**src/rtl/pong_timing_pkg.sv**
```systemverilog
// pong_timing_pkg: default Pong raster constants and the shared 9-bit count type,
// reused by the timing top and by sprite/score blocks.
package pong_timing_pkg;
  localparam int COUNT_W = 9;
  typedef logic [COUNT_W-1:0] count_t;
  localparam int DEF_H_TOTAL     = 455;
  localparam int DEF_V_TOTAL     = 262;
  localparam int DEF_HBLANK_END  = 80;
  localparam int DEF_HSYNC_START = 32;
  localparam int DEF_HSYNC_END   = 64;
  localparam int DEF_VBLANK_END  = 16;
  localparam int DEF_VSYNC_START = 4;
  localparam int DEF_VSYNC_END   = 8;
  // Half-open window [lo, hi) on unsigned counts.
  function automatic logic in_window(count_t c, count_t lo, count_t hi);
    return (c >= lo) && (c < hi);
  endfunction
endpackage

```
**src/rtl/timing_counter.sv**
```systemverilog
// timing_counter: modulo-N counter with clock enable, async active-low reset,
// exposing the next value so downstream registers can align with the count.
module timing_counter
  import pong_timing_pkg::*;
#(
  parameter int N = 2
) (
  input  logic   clk,
  input  logic   rst_n,
  input  logic   ce,
  output count_t count,
  output count_t next_count,
  output logic   terminal
);
  localparam count_t LAST = count_t'(N - 1);
  assign terminal   = (count == LAST);
  assign next_count = !ce ? count : terminal ? '0 : count + count_t'(1);
  always_ff @(posedge clk or negedge rst_n)
    if (!rst_n) count <= '0;
    else        count <= next_count;
endmodule

```
**src/rtl/pong_video_timing.sv**
```systemverilog
// pong_video_timing: synchronous H/V raster sequencer producing counts, line/frame
// reset strobes and blank/sync levels aligned with the counts they describe.
module pong_video_timing
  import pong_timing_pkg::*;
#(
  parameter int H_TOTAL     = DEF_H_TOTAL,
  parameter int V_TOTAL     = DEF_V_TOTAL,
  parameter int HBLANK_END  = DEF_HBLANK_END,
  parameter int HSYNC_START = DEF_HSYNC_START,
  parameter int HSYNC_END   = DEF_HSYNC_END,
  parameter int VBLANK_END  = DEF_VBLANK_END,
  parameter int VSYNC_START = DEF_VSYNC_START,
  parameter int VSYNC_END   = DEF_VSYNC_END
) (
  input  logic   mclk,
  input  logic   _reset,
  input  logic   ce,
  output count_t hcount,
  output count_t vcount,
  output logic   _hreset,
  output logic   _vreset,
  output logic   hblank,
  output logic   _hblank,
  output logic   _hsync,
  output logic   vblank,
  output logic   _vblank,
  output logic   _vsync
);
  if (H_TOTAL < 2 || H_TOTAL > 512 || V_TOTAL < 2 || V_TOTAL > 512 ||
      HBLANK_END > 511 || HSYNC_START > 511 || HSYNC_END > 511 ||
      VBLANK_END > 511 || VSYNC_START > 511 || VSYNC_END > 511 ||
      HSYNC_END > HBLANK_END || VSYNC_END > VBLANK_END) begin : g_bad_params
    $error("pong_video_timing: illegal timing parameters");
  end
  localparam count_t HBE = count_t'(HBLANK_END);
  localparam count_t HSS = count_t'(HSYNC_START);
  localparam count_t HSE = count_t'(HSYNC_END);
  localparam count_t VBE = count_t'(VBLANK_END);
  localparam count_t VSS = count_t'(VSYNC_START);
  localparam count_t VSE = count_t'(VSYNC_END);
  count_t h_next, v_next;
  logic   h_term, v_term;
  timing_counter #(.N(H_TOTAL)) u_h (
    .clk(mclk), .rst_n(_reset), .ce(ce),
    .count(hcount), .next_count(h_next), .terminal(h_term)
  );
  // The frame counter steps only on the edge where the line counter wraps.
  timing_counter #(.N(V_TOTAL)) u_v (
    .clk(mclk), .rst_n(_reset), .ce(ce & h_term),
    .count(vcount), .next_count(v_next), .terminal(v_term)
  );
  assign _hreset = ~h_term;
  assign _vreset = ~(h_term & v_term);
  assign _hblank = ~hblank;
  assign _vblank = ~vblank;
  // Levels are registered from the next count so they line up with hcount/vcount.
  always_ff @(posedge mclk or negedge _reset)
    if (!_reset) begin
      hblank <= 1'b1;
      _hsync <= 1'b1;
      vblank <= 1'b1;
      _vsync <= 1'b1;
    end else begin
      hblank <= (h_next < HBE);
      _hsync <= ~in_window(h_next, HSS, HSE);
      vblank <= (v_next < VBE);
      _vsync <= ~in_window(v_next, VSS, VSE);
    end
endmodule
```
**config.mk**
```make
export PLATFORM = sky130hd
export DESIGN_NAME = pong_video_timing
export DESIGN_NICKNAME = d
export VERILOG_FILES = /design/src/rtl/pong_timing_pkg.sv /design/src/rtl/timing_counter.sv /design/src/rtl/pong_video_timing.sv
export SDC_FILE = /design/constraint.sdc
export NUM_CORES = 1
export LEC_CHECK = 0
export BUFFER_PORTS_ARGS = -buffer_cell sky130_fd_sc_hd__buf_4
export CORE_MARGIN = 10
export CORE_UTILIZATION = 55
export DETAILED_ROUTE_END_ITERATION = 10
export HOLD_SLACK_MARGIN = 0.02
export PLACE_DENSITY = 0.9
export REMOVE_ABC_BUFFERS = 1
export SLEW_MARGIN = 0
export SYNTH_ARGS = -nofsm -noshare
export SYNTH_HDL_FRONTEND = slang
export SYNTH_HIERARCHICAL = 1
export SYNTH_SLANG_ARGS = --single-unit
export TNS_END_PERCENT = 1
```
**constraint.sdc**
```tcl
create_clock -name mclk -period 3.42 [get_ports mclk]
set_input_delay 0.684 -clock mclk [delete_from_list [all_inputs] [get_ports mclk]]
set_output_delay 0.684 -clock mclk [all_outputs]
set_load 0.01 [all_outputs]
```
Word level (Yosys, flattened, before mapping)
Index checks and enable logic that the tools add are counted.

word-level totals
  register bits = 22
  bits in latches = 0
  bits in writable memories = 0
  bits in read-only memories = 0
  input bits = 3
  output and inout port bits = 26
  word-level logic and storage cells = 30
  memories = 0

operators by class
  $add $sub $neg = 2
  $mul = 0
  div/mod/pow operators = 0
  $lt $le $gt $ge = 6
  eq/ne operators = 2
  shifts and indexed selects = 0
  mux-type cells = 4
  bitwise logic cells = 8
  reductions and logical operators = 2

operators with widths
  kind                                                                   number
  9-bit 2-to-1 mux                                                       4
  9-bit by 1-bit adder with 9-bit output, second input constant          2
  9-bit equality test, second input constant                             2
  9-bit by 7-bit < comparator with 1-bit output, second input constant   2
  9-bit by 3-bit >= comparator with 1-bit output, second input constant  1
  9-bit by 6-bit >= comparator with 1-bit output, second input constant  1
  9-bit by 4-bit < comparator with 1-bit output, second input constant   1
  9-bit by 5-bit < comparator with 1-bit output, second input constant   1
  1-bit NOT                                                              6
  1-bit bitwise AND                                                      2
  1-bit logical AND                                                      2

Depth between registers and ports, before layout
Gate-level depths: netlist of run 1.

  word-level depth = 6
  mapped depth = 11
  gate-level depth less buffers = 10

By module
Netlist of run 1, hierarchy kept.

by module, submodules not included
  module                instances  cells an instance  area an instance (sq um)  sequential area each (sq um)
  timing_counter (u_h)  1          49                 490.5                     225.2
  timing_counter (u_v)  1          44                 469.2                     225.2
  pong_video_timing     1          16                 172.7                     105.1

Least setup slack after synthesis of run 1
OpenSTA, ideal clock, no wires.

  path type = reg2reg
  from = register u_h.count[0]
  to = register vblank
  setup time = 0.078 ns
  arrival = 1.987 ns
  setup slack = 1.355 ns
  stages on the path, launching flop included = 11
  path buffers = 0
  period minus slack after synthesis = 2.065 ns
  cell sequence = dfrtp_1 inv_1 ha_1 nand4b_1 nor2_1 and2_1 nand4_1 or3_1 a22oi_2 nor2_1 and2_1

between the ends
  longest elaborated chain between the ends = 4

ends and longest elaborated chain
  what                                           RTL line                 RTL
  from (decl)                                    timing_counter.sv:11     output count_t count,
  from (signal assigned)                         timing_counter.sv:20     else count <= next_count;
  9-bit equality test                            timing_counter.sv:16     assign terminal = (count == LAST);
  via h_term                                     pong_video_timing.sv:42  logic h_term, v_term;
  1-bit bitwise AND                              pong_video_timing.sv:49  .clk(mclk), .rst_n(_reset), .ce(ce & h_term),
  9-bit 2-to-1 mux                               timing_counter.sv:17     assign next_count = !ce ? count : terminal ? '0 : count + count_t'(1);
  via v_next[8]                                  pong_video_timing.sv:41  count_t h_next, v_next;
  9-bit by 5-bit < comparator with 1-bit output  pong_video_timing.sv:66  vblank <= (v_next < VBE);
  to (signal assigned)                           pong_video_timing.sv:66
  to (decl)                                      pong_video_timing.sv:25  output logic vblank,

The timed path passes the listed nets, and every way through them passes these cells.

Final worst setup path of run 1
Same ends and word-level chain as after synthesis.

==> results.sh, run 1 <==
export IMPL_status="finished clean"
export IMPL_area_delta_synth_final_pct=22.8
export IMPL_cts_resized=0
export IMPL_synth_edf_count=0
export IMPL_port_buffers=28
export IMPL_dieHeight_um=65.4
export IMPL_period_minus_slack_ns=2.58
export IMPL_wl_met1_um=1090
export IMPL_nFillCells=149
export IMPL_avgSynthCellArea_sq_um=10.4
export IMPL_drcViolationCount=0
export IMPL_intPower_mw=0.420
export IMPL_firstDrtPassIters=4
export IMPL_path_cells="inv_1 -> ha_1 -> nand4b_1 -> nor2_1 -> and2_1 -> nand4_1 -> or3_1 -> a22oi_2 -> nor2_1 -> and2_1"
export IMPL_syn_area_sq_um=1130
export IMPL_grt_pass1_vias=888
export IMPL_ios=29
export IMPL_instances_no_fill=164
export IMPL_tns_ns=0
export IMPL_dieWidth_um=65.4
export IMPL_finish_utilization=0.709
export IMPL_worst_slew_pin_slew_ns=0.395
export IMPL_cts_root_buf="clkbuf_4"
export IMPL_layout_drive_gt1_share=0.292
export IMPL_p_leak_nw=0.656
export IMPL_gp_congestion=0.851
export IMPL_drtIter0Drc=32
export IMPL_cts_buffers=3
export IMPL_clk_latency_ns=0.31
export IMPL_grt_max_degree=23
export IMPL_dr_wl_met2_um=1200
export IMPL_place_area_sq_um=1350
export IMPL_synthFlopType="dfrtp_1"
export IMPL_slew_violations=0
export IMPL_max_clock_freq_mhz=388
export IMPL_top_layer="met4"
export IMPL_crit_type="flip-flop to flip-flop"
export IMPL_yosysWarnings=6
export IMPL_ys_ff_latch=22
export IMPL_cts_tree="built"
export IMPL_wl_met3_um=153
export IMPL_switching_power_mw=0.196
export IMPL_swShare=0.318
export IMPL_synth_cells=109
export IMPL_final_area_sq_um=1390
export IMPL_routedWlPerCell_um=15.1
export IMPL_crit_family="simple AND/OR/NAND/NOR gates"
export IMPL_clock_sinks=22
export IMPL_antenna_found_initial=0
export IMPL_clock_skew_ns=0.00519
export IMPL_async_flop_share=1.00
export IMPL_antennaDiodeCount=0
export IMPL_start_util=0.577
export IMPL_cp_required_ns=3.67
export IMPL_setup_viol=0
export IMPL_grt_use_total=0.116
export IMPL_dp_final_hpwl_um=1880
export IMPL_cp_slowest_cell="dfrtp_1"
export IMPL_hold_worst_slack_ns=0.228
export IMPL_cp_slowest_stage_delay_ns=0.45
export IMPL_period_share=0.753
export IMPL_cap_violations=0
export IMPL_max_slew_margin=0.734
export IMPL_cts_hold_buf=0
export IMPL_pwr_share_seq=0.553
export IMPL_worstSetupEndpointType="flip-flop"
export IMPL_finalWirelength_um=2480
export IMPL_clock_power_share=0.237
export IMPL_final_hold_viol_count=0
export IMPL_hold_class="primary input to asynchronous set/reset pin"
export IMPL_rows=16
export IMPL_post_cts_setup_buffers=0
export IMPL_synthDistinctLibCells=38
export IMPL_htreeDepth=1
export IMPL_worst_slack_ns=0.843
export IMPL_rsz0062_at_grt="false"
export IMPL_cp_num_buf_inv=1
export IMPL_worstPathArrival_ns=2.83
export IMPL_vdd_drop_max_mv=0.374
export IMPL_ctsLongestPathBuffers=2
export IMPL_dp_cells=160
export IMPL_worstPathMaxFanout=12
export IMPL_postRouteAntennaNets=0
export IMPL_fin_nets=145
export IMPL_p_per_area_nw_per_um2=443
export IMPL_path_clk_slew_ns=0.13
export IMPL_grt_pass1_wl_um=4080
export IMPL_gr_total_overflow=0
export IMPL_routed_via_density=5.65
export IMPL_combPwrFrac=0.210
export IMPL_ys_seq_area_frac=0.491
export IMPL_start_kind="flip-flop"
export IMPL_pre_cts_ws_ns=0.913
export IMPL_vias=927
export IMPL_die_area_sq_um=4270
export IMPL_core_sq_um=1960
export IMPL_power_mw=0.616
[logic make-up (layout without fill, tap and decap cells)]
group | Yosys count | in the layout | share of synthesized area
XOR/XNOR | 7 | 7 | 0.0541
AND/OR/NAND/NOR | 41 | 41 | 0.230
adder cells (fa/ha/maj) | 4 | 4 | 0.0442
buffers and inverters | 12 | 40 | 0.0464
flip-flops | 22 | 22 | 0.491
multiplexers | 2 | 2 | 0.0188
AO/OA/AOI/OAI | 21 | 21 | 0.116
[state kept, by name (all words and copies together), names as in the netlist]
signal     count
_hsync         1
u_v/count      9
vblank         1
_vsync         1
hblank         1
u_h/count      9
[placed cells by master, fill, tap and decap left out, types with 2 or more instances in the layout]
master / instances
nand4_2: 2
ha_1: 4
dfrtp_1: 18
or4b_1: 2
a21oi_1: 4
o31ai_1: 2
nand2_1: 6
nand4_1: 6
clkbuf_4: 3
nand2b_1: 4
o21ai_1: 3
nor3_1: 3
xnor2_1: 3
o21ai_0: 5
or3_1: 2
buf_4: 28
inv_1: 8
nand4b_1: 2
xor2_1: 4
dfstp_2: 4
nor2_1: 6
and2_1: 2
[power by group through the flow]
stage / combinational (mW) / sequential (mW) / clock (mW)
6_report: 0.129 / 0.340 / 0.146
5_1_grt: 0.145 / 0.347 / 0.158
3_5_place_dp: 0.132 / 0.342 / 0
3_3_place_gp: 0.127 / 0.340 / 0
2_1_floorplan: 0.0527 / 0.346 / 0
4_1_cts: 0.132 / 0.339 / 0.146
[worst reg2reg max path: cells and delay by family, from the launching register on]
| kind | cells | cell delay, ns |
|---|---|---|
| DFF | 1 | 0.45 |
| buffers and inverters | 1 | 0.11 |
| and+or+nand+nor | 7 | 1.62 |
| AOI/OAI and AO/OA | 1 | 0.18 |
| adders and majority gates | 1 | 0.16 |
[area by class of cell]
class / instances / area, sq um / share of cell area
Clock buffer: 4 / 36.3 / 0.0261
Inverter: 8 / 30.0 / 0.0216
Multi-Input combinational cell: 75 / 524 / 0.377
Sequential cell: 22 / 556 / 0.400
Tap cell: 27 / 33.8 / 0.0243
Timing Repair Buffer: 28 / 210 / 0.151
[layer usage]
metal	track usage	vias up
met4	0.0481	0
met5	0	-
met1	0.139	446
met2	0.189	27
met3	0.0339	4
li1	-	450
[cell usage after synthesis (2+ instances only)]
cell type  count  area, sq um
dfstp_2        4          105
o31ai_1        2         15.0
nand4b_1       2         17.5
nand2_1        6         22.5
nor3_1         3         15.0
a21oi_1        4         20.0
inv_1          8         30.0
nand4_1        6         37.5
nand4_2        2         25.0
or3_1          2         12.5
or4b_1         2         20.0
buf_2          2         10.0
xor2_1         4         35.0
nand2b_1       4         25.0
dfrtp_1       18          450
ha_1           4         50.1
and2_1         2         12.5
xnor2_1        3         26.3
nor2_1         6         22.5
o21ai_1        3         15.0
o21ai_0        5         25.0
[path summary, 6_finish.rpt]
| path | cells after the start | slack, ns | to | start |
|---|---|---|---|---|
| min in group mclk | 1 | 0.56 | u_v/count[7] | u_v/count[7] |
| max reg2reg | 10 | 0.84 | vblank | u_h/count[0] |
| max in group asynchronous | 1 | 2.92 | vblank | _reset |
| min | 1 | 0.23 | u_h/count[8] | _reset |
| max | 10 | 0.84 | vblank | u_h/count[0] |
| min reg2reg | 1 | 0.56 | u_v/count[7] | u_v/count[7] |
(Power assumes the default switching activity.)
==> run 2: changes to the inputs <==
--- a/config.mk
+++ b/config.mk
@@ -5,12 +5,13 @@
 export SDC_FILE = /design/constraint.sdc
 export NUM_CORES = 1
 export LEC_CHECK = 0
+export ABC_AREA = 1
 export BUFFER_PORTS_ARGS = -buffer_cell sky130_fd_sc_hd__buf_4
 export CORE_MARGIN = 10
-export CORE_UTILIZATION = 55
+export CORE_UTILIZATION = 53
 export DETAILED_ROUTE_END_ITERATION = 10
 export HOLD_SLACK_MARGIN = 0.02
-export PLACE_DENSITY = 0.9
+export PLACE_DENSITY = 0.87
 export REMOVE_ABC_BUFFERS = 1
 export SLEW_MARGIN = 0
 export SYNTH_ARGS = -nofsm -noshare
==> constraint.sdc (replaced) <==
create_clock -name mclk -period 2.6 [get_ports mclk]
set_input_delay 0.52 -clock mclk [delete_from_list [all_inputs] [get_ports mclk]]
set_output_delay 0.52 -clock mclk [all_outputs]
set_load 0.01 [all_outputs]
==> run 2 against run 1 <==
Area after synthesis is 13% higher. Register-to-register slack got worse by 0.58 ns. Clock power up 82%. Sequential share of layout area is 4.8 points lower. Sequential power increased by 38%. Synthesized cell count rose by 58%. Count of clock-buffer cells in the layout decreased by 1. Critical path depth increased by 7. Via count is 25% higher. Total power up 64%. Final area is 14% higher. Utilization down 0.71 points. Critical endpoint is now _vsync. Largest cell class is now multi-input gates.
==> results.sh, run 2 <==
export IMPL_core_sq_um=2250
export IMPL_crit_family="simple AND/OR/NAND/NOR gates"
export IMPL_drtIter0Drc=89
export IMPL_synthTopCellsByArea="dfrtp_1 (35%), nand2_1 (15%), inv_1 (11%)"
export IMPL_crit_top_cell="nand2_1"
export IMPL_synthMuxAreaShare=0
export IMPL_intPower_mw=0.668
export IMPL_ys_ff_latch=22
export IMPL_fin_nets=211
export IMPL_cts_resized=0
export IMPL_swShare=0.338
export IMPL_antenna_found_initial=0
export IMPL_pwr_share_seq=0.466
export IMPL_syn_area_sq_um=1280
export IMPL_synth_edf_count=0
export IMPL_ios=29
export IMPL_p_leak_nw=0.895
export IMPL_worstPathArrival_ns=2.58
export IMPL_yosysMostFrequentCell="nand2_1"
export IMPL_crit_type="flip-flop to flip-flop"
export IMPL_synth_cells=172
export IMPL_gp_congestion=0.784
export IMPL_start_util=0.566
export IMPL_grt_pass1_vias=1156
export IMPL_dp_final_hpwl_um=2340
export IMPL_synth_xor_area_frac=0.0275
export IMPL_period_share=0.899
export IMPL_vdd_drop_max_mv=0.609
export IMPL_max_slew_margin=0.814
export IMPL_port_buffers=28
export IMPL_path_clk_slew_ns=0.13
export IMPL_worst_slack_ns=0.264
export IMPL_finalWirelength_um=2990
export IMPL_reg_largest_list="u_h/count: 9 flops, u_v/count: 9 flops"
export IMPL_htreeDepth=1
export IMPL_cp_num_buf_inv=4
export IMPL_cap_violations=0
export IMPL_hold_class="primary input to asynchronous set/reset pin"
export IMPL_tns_ns=0
export IMPL_firstDrtPassIters=4
export IMPL_setup_viol=0
export IMPL_yosysTopAreaCell="dfrtp_1"
export IMPL_clk_latency_ns=0.31
export IMPL_antennaDiodeCount=0
export IMPL_final_hold_viol_count=0
export IMPL_slew_violations=0
export IMPL_cp_slowest_cell="dfrtp_1"
export IMPL_area_delta_synth_final_pct=23.9
export IMPL_status="finished clean"
export IMPL_p_per_area_nw_per_um2=638
export IMPL_synth_compound_area_frac=0.0618
export IMPL_routedWlPerCell_um=12.9
export IMPL_grt_max_degree=23
export IMPL_synthFlopType="dfrtp_1"
export IMPL_synth_commonest_cells="nand2_1 (50), inv_1 (36), nor2_1 (21)"
export IMPL_cts_root_buf="clkbuf_4"
export IMPL_final_cell_mix="nand2_1 (50), inv_1 (36), buf_4 (28)"
export IMPL_cp_required_ns=2.85
export IMPL_synthDistinctLibCells=28
export IMPL_cts_tree="built"
export IMPL_vias=1160
export IMPL_synth_top_family_by_area="simple AND/OR/NAND/NOR gates"
export IMPL_hold_worst_slack_ns=0.0672
export IMPL_post_cts_setup_buffers=0
export IMPL_max_clock_freq_mhz=428
export IMPL_ys_seq_area_frac=0.435
export IMPL_period_minus_slack_ns=2.34
export IMPL_switching_power_mw=0.341
export IMPL_yosys_area_share_simple=0.322
export IMPL_final_area_sq_um=1580
export IMPL_gr_total_overflow=0
export IMPL_cp_slowest_stage_delay_ns=0.46
export IMPL_avgSynthCellArea_sq_um=7.42
export IMPL_dieWidth_um=69.1
export IMPL_clock_power_share=0.262
export IMPL_yosysWarnings=6
export IMPL_layout_drive_gt1_share=0.251
export IMPL_ctsLongestPathBuffers=2
export IMPL_place_area_sq_um=1510
export IMPL_grt_pass1_wl_um=5110
export IMPL_routed_via_density=5.02
export IMPL_clock_sinks=22
export IMPL_async_flop_share=1.00
export IMPL_worst_slew_pin_slew_ns=0.278
export IMPL_die_area_sq_um=4770
export IMPL_pre_cts_ws_ns=0.291
export IMPL_cts_buffers=3
export IMPL_clock_skew_ns=0.00627
export IMPL_yosysTopAreaCellShare=0.353
export IMPL_rows=17
export IMPL_path_cells="inv_1 -> ha_1 -> nand2_1 -> nor3_2 -> nand2_1 -> inv_2 -> nand2_1 -> inv_1 -> nand3_2 -> nor2_4 -> nand3_1 -> nand2_1 -> nor2_2 -> inv_1 -> nand2_1 -> nor2_1 -> nand2_1"
export IMPL_grt_use_total=0.121
export IMPL_combPwrFrac=0.272
export IMPL_final_common_cell="nand2_1"
export IMPL_start_kind="flip-flop"
export IMPL_cts_hold_buf=0
export IMPL_drcViolationCount=0
export IMPL_worstSetupEndpointType="flip-flop"
export IMPL_power_mw=1.01
export IMPL_synth_fa_ha_area_frac=0.0392
export IMPL_worstPathMaxFanout=6
export IMPL_dieHeight_um=69.1
export IMPL_rsz0062_at_grt="false"
export IMPL_postRouteAntennaNets=0
run 2: cell types whose count changed in the layout (fill, tap and decap cells not counted), moves of 3 or more:
cell,before,now
nand4_1,6,1
nand3_1,1,11
nand2_1,6,50
nand2b_1,4,0
inv_1,8,36
nor2_1,6,20
o21ai_0,5,2
nor3_1,3,0
run 2: cell type report:
type,instances,area [sq um]
sequential,22,556
inverter,37,139
clock buffer,3,22.5
multi-input combinational,112,589
timing repair buffer,28,210
fill,184,673
clock inverter,1,30.0
tap,28,35.0
run 2: final timing paths:
kind	start	endpoint	slack [ns]	cells past startpoint
setup / recovery	u_h/count[0]	_vsync	0.26	17
hold / removal	_reset	u_v/count[1]	0.07	1
setup reg to reg	u_h/count[0]	_vsync	0.26	17
hold reg to reg	u_v/count[6]	u_v/count[6]	0.62	1
max in group asynchronous	_reset	_vsync	2.25	1
min in group mclk	ce	u_h/count[3]	0.46	2
run 2: cells by family (layout without fill, tap and decap cells):
| family | Yosys count | in the layout |
|---|---|---|
| adder cells (fa/ha/maj) | 4 | 4 |
| AO/OA/AOI/OAI | 12 | 12 |
| flip-flops | 22 | 22 |
| AND/OR/NAND/NOR | 92 | 92 |
| XOR/XNOR | 4 | 4 |
| buffers and inverters | 38 | 69 |
run 2: power by group through the flow:
stage | Sequential [mW] | Clock (mW) | Combinational, mW
floorplan | 0.477 | 0 | 0.136
detailed placement | 0.474 | 0 | 0.273
CTS | 0.468 | 0.267 | 0.275
global route | 0.482 | 0.280 | 0.307
global placement | 0.470 | 0 | 0.264
finish | 0.470 | 0.265 | 0.274
run 2: per-layer routing:
layer  global-route usage  routed length (um)  up-vias
met5                    0                   0        -
met4               0.0399                  11        0
met3               0.0371                 228        2
met2                0.202                1500       35
met1                0.143                1240      546
li1                     -                   -      577
run 2: through the flow:
stage	instances	utilization
floorplan	171	-
global placement	227	0.671
detailed placement	227	0.671
CTS	231	0.695
global route	231	0.701
finish	231	0.701
==> run 3: changes to the inputs <==
--- a/config.mk
+++ b/config.mk
@@ -13,6 +13,7 @@
 export HOLD_SLACK_MARGIN = 0.02
 export PLACE_DENSITY = 0.87
 export REMOVE_ABC_BUFFERS = 1
+export SKIP_LAST_GASP = 1
 export SLEW_MARGIN = 0
 export SYNTH_ARGS = -nofsm -noshare
 export SYNTH_HDL_FRONTEND = slang
==> constraint.sdc (replaced) <==
create_clock -name mclk -period 2.52 [get_ports mclk]
set_input_delay 0.504 -clock mclk [delete_from_list [all_inputs] [get_ports mclk]]
set_output_delay 0.504 -clock mclk [all_outputs]
set_load 0.01 [all_outputs]
==> run 3 against run 2 <==
Total power rose by 3.2%. Count of clock-buffer cells in the layout unchanged. Critical path depth unchanged. Routed wire length unchanged. Clock skew unchanged. Fmax grew 2.3%. Flip-flop and latch count stayed put. Non-clock buffer count unchanged. Highest routed layer unchanged. Largest cell class unchanged. Via count stayed put.
==> results.sh, run 3 (synthesized netlist as in run 2, its figures left out) <==
export IMPL_start_kind="flip-flop"
export IMPL_power_mw=1.04
export IMPL_path_cells="inv_1 -> ha_1 -> nand2_1 -> nor3_2 -> nand2_1 -> inv_2 -> nand2_1 -> inv_2 -> nand3_2 -> nor2_4 -> nand3_1 -> nand2_1 -> nor2_2 -> inv_1 -> nand2_1 -> nor2_1 -> nand2_1"
export IMPL_dp_cells=227
export IMPL_dieWidth_um=69.1
export IMPL_core_sq_um=2250
export IMPL_start_util=0.566
export IMPL_dieHeight_um=69.1
export IMPL_p_per_area_nw_per_um2=658
export IMPL_clk_latency_ns=0.31
export IMPL_die_area_sq_um=4770
export IMPL_gp_congestion=0.784
export IMPL_ios=29
export IMPL_post_cts_setup_buffers=0
export IMPL_setup_viol=0
export IMPL_final_common_cell="nand2_1"
export IMPL_clock_sinks=22
export IMPL_cts_root_buf="clkbuf_4"
export IMPL_port_buffers=28
export IMPL_drcViolationCount=0
export IMPL_worstPathMaxFanout=6
export IMPL_startpoint="u_h/count[0]"
export IMPL_grt_max_degree=23
export IMPL_area_delta_synth_final_pct=23.9
export IMPL_dp_final_hpwl_um=2340
export IMPL_firstDrtPassIters=4
export IMPL_worst_slack_ns=0.237
export IMPL_crit_top_cell="nand2_1"
export IMPL_ctsLongestPathBuffers=2
export IMPL_cts_tree="built"
export IMPL_finalWirelength_um=2990
export IMPL_antennaDiodeCount=0
export IMPL_clock_skew_ns=0.00627
export IMPL_pre_cts_ws_ns=0.211
export IMPL_routedWlPerCell_um=12.9
export IMPL_gr_total_overflow=0
export IMPL_routed_via_density=5.02
export IMPL_worstPathArrival_ns=2.53
export IMPL_period_minus_slack_ns=2.28
export IMPL_cp_required_ns=2.77
export IMPL_rsz0062_at_grt="false"
export IMPL_fin_nets=211
export IMPL_nFillCells=184
export IMPL_max_clock_freq_mhz=438
export IMPL_final_hold_viol_count=0
export IMPL_slew_violations=0
export IMPL_status="finished clean"
export IMPL_htreeDepth=1
export IMPL_grt_pass1_vias=1156
export IMPL_rows=17
export IMPL_worstReg2RegStart="u_h/count[0]"
export IMPL_tns_ns=0
export IMPL_crit_type="flip-flop to flip-flop"
export IMPL_drtIter0Drc=89
export IMPL_antenna_found_initial=0
export IMPL_final_cell_mix="nand2_1 (50), inv_1 (35), buf_4 (28)"
export IMPL_period_share=0.906
export IMPL_postRouteAntennaNets=0
export IMPL_cap_violations=0
export IMPL_cp_slowest_stage_delay_ns=0.46
export IMPL_vdd_drop_max_mv=0.629
export IMPL_grt_use_total=0.121
export IMPL_vias=1160
export IMPL_hold_worst_slack_ns=0.0512
export IMPL_worstSetupEndpointType="flip-flop"
export IMPL_hold_class="primary input to asynchronous set/reset pin"
export IMPL_grt_pass1_wl_um=5110
export IMPL_p_leak_nw=0.892
export IMPL_reg_largest_list="u_h/count: 9 flops, u_v/count: 9 flops"
export IMPL_max_slew_margin=0.814
export IMPL_layout_drive_gt1_share=0.256
export IMPL_cp_slowest_cell="dfrtp_1"
export IMPL_instances_no_fill=231
export IMPL_path_clk_slew_ns=0.13
export IMPL_worst_slew_pin_slew_ns=0.278
export IMPL_cts_buffers=3
==> run 3: cell counts in the layout (fill, tap and decap cells not counted) <==
Identical to the previous run, type by type.
==> run 3: critical path: cells and delay by family (launching register included) <==
family	cells	cell delay [ns]
fa+ha+maj	1	0.18
buf+inv	4	0.39
flops	1	0.46
simple gates	12	1.19
==> run 3: final timing paths <==
path / to / slack [ns] / cells past startpoint
setup / recovery: _vsync / 0.24 / 17
hold / removal: u_v/count[1] / 0.05 / 1
setup reg to reg: _vsync / 0.24 / 17
hold reg to reg: u_v/count[6] / 0.62 / 1
max in group asynchronous: _vsync / 2.19 / 1
min in group mclk: u_h/count[3] / 0.44 / 2
==> run 3: cell type report <==
cell class | count | area [sq um] | share of cell area
clock buffers | 3 | 22.5 | 0.0142
multi-input cells | 112 | 589 | 0.373
inverters | 37 | 139 | 0.0878
well taps | 28 | 35.0 | 0.0222
flip-flops and latches | 22 | 556 | 0.351
clock inverters | 1 | 30.0 | 0.0190
repair buffers | 28 | 210 | 0.133
==> run 3: what timing repair did <==
action	CTS	global route
setup endpoints to repair	0	2
resized for setup	0	4
hold buffers	0	0
==> run 3: per-layer routing <==
metal	global-route usage	up-vias	wire length, um
li1	-	577	-
met1	0.143	545	1250
met2	0.202	36	1500
met3	0.0371	2	229
met4	0.0399	0	11
met5	0	-	0
==> run 3: where the power goes <==
group          internal [mW]  leakage, nW  switching (mW)
Combinational          0.127        0.610           0.155
Sequential             0.401        0.255          0.0841
Clock                  0.161       0.0279           0.112
==> run 3: stage by stage <==
stage,util,instance area (sq um)
floorplan,-,1270
global placement,0.671,1510
detailed placement,0.671,1510
CTS,0.695,1570
global route,0.701,1580
finish,0.701,1580
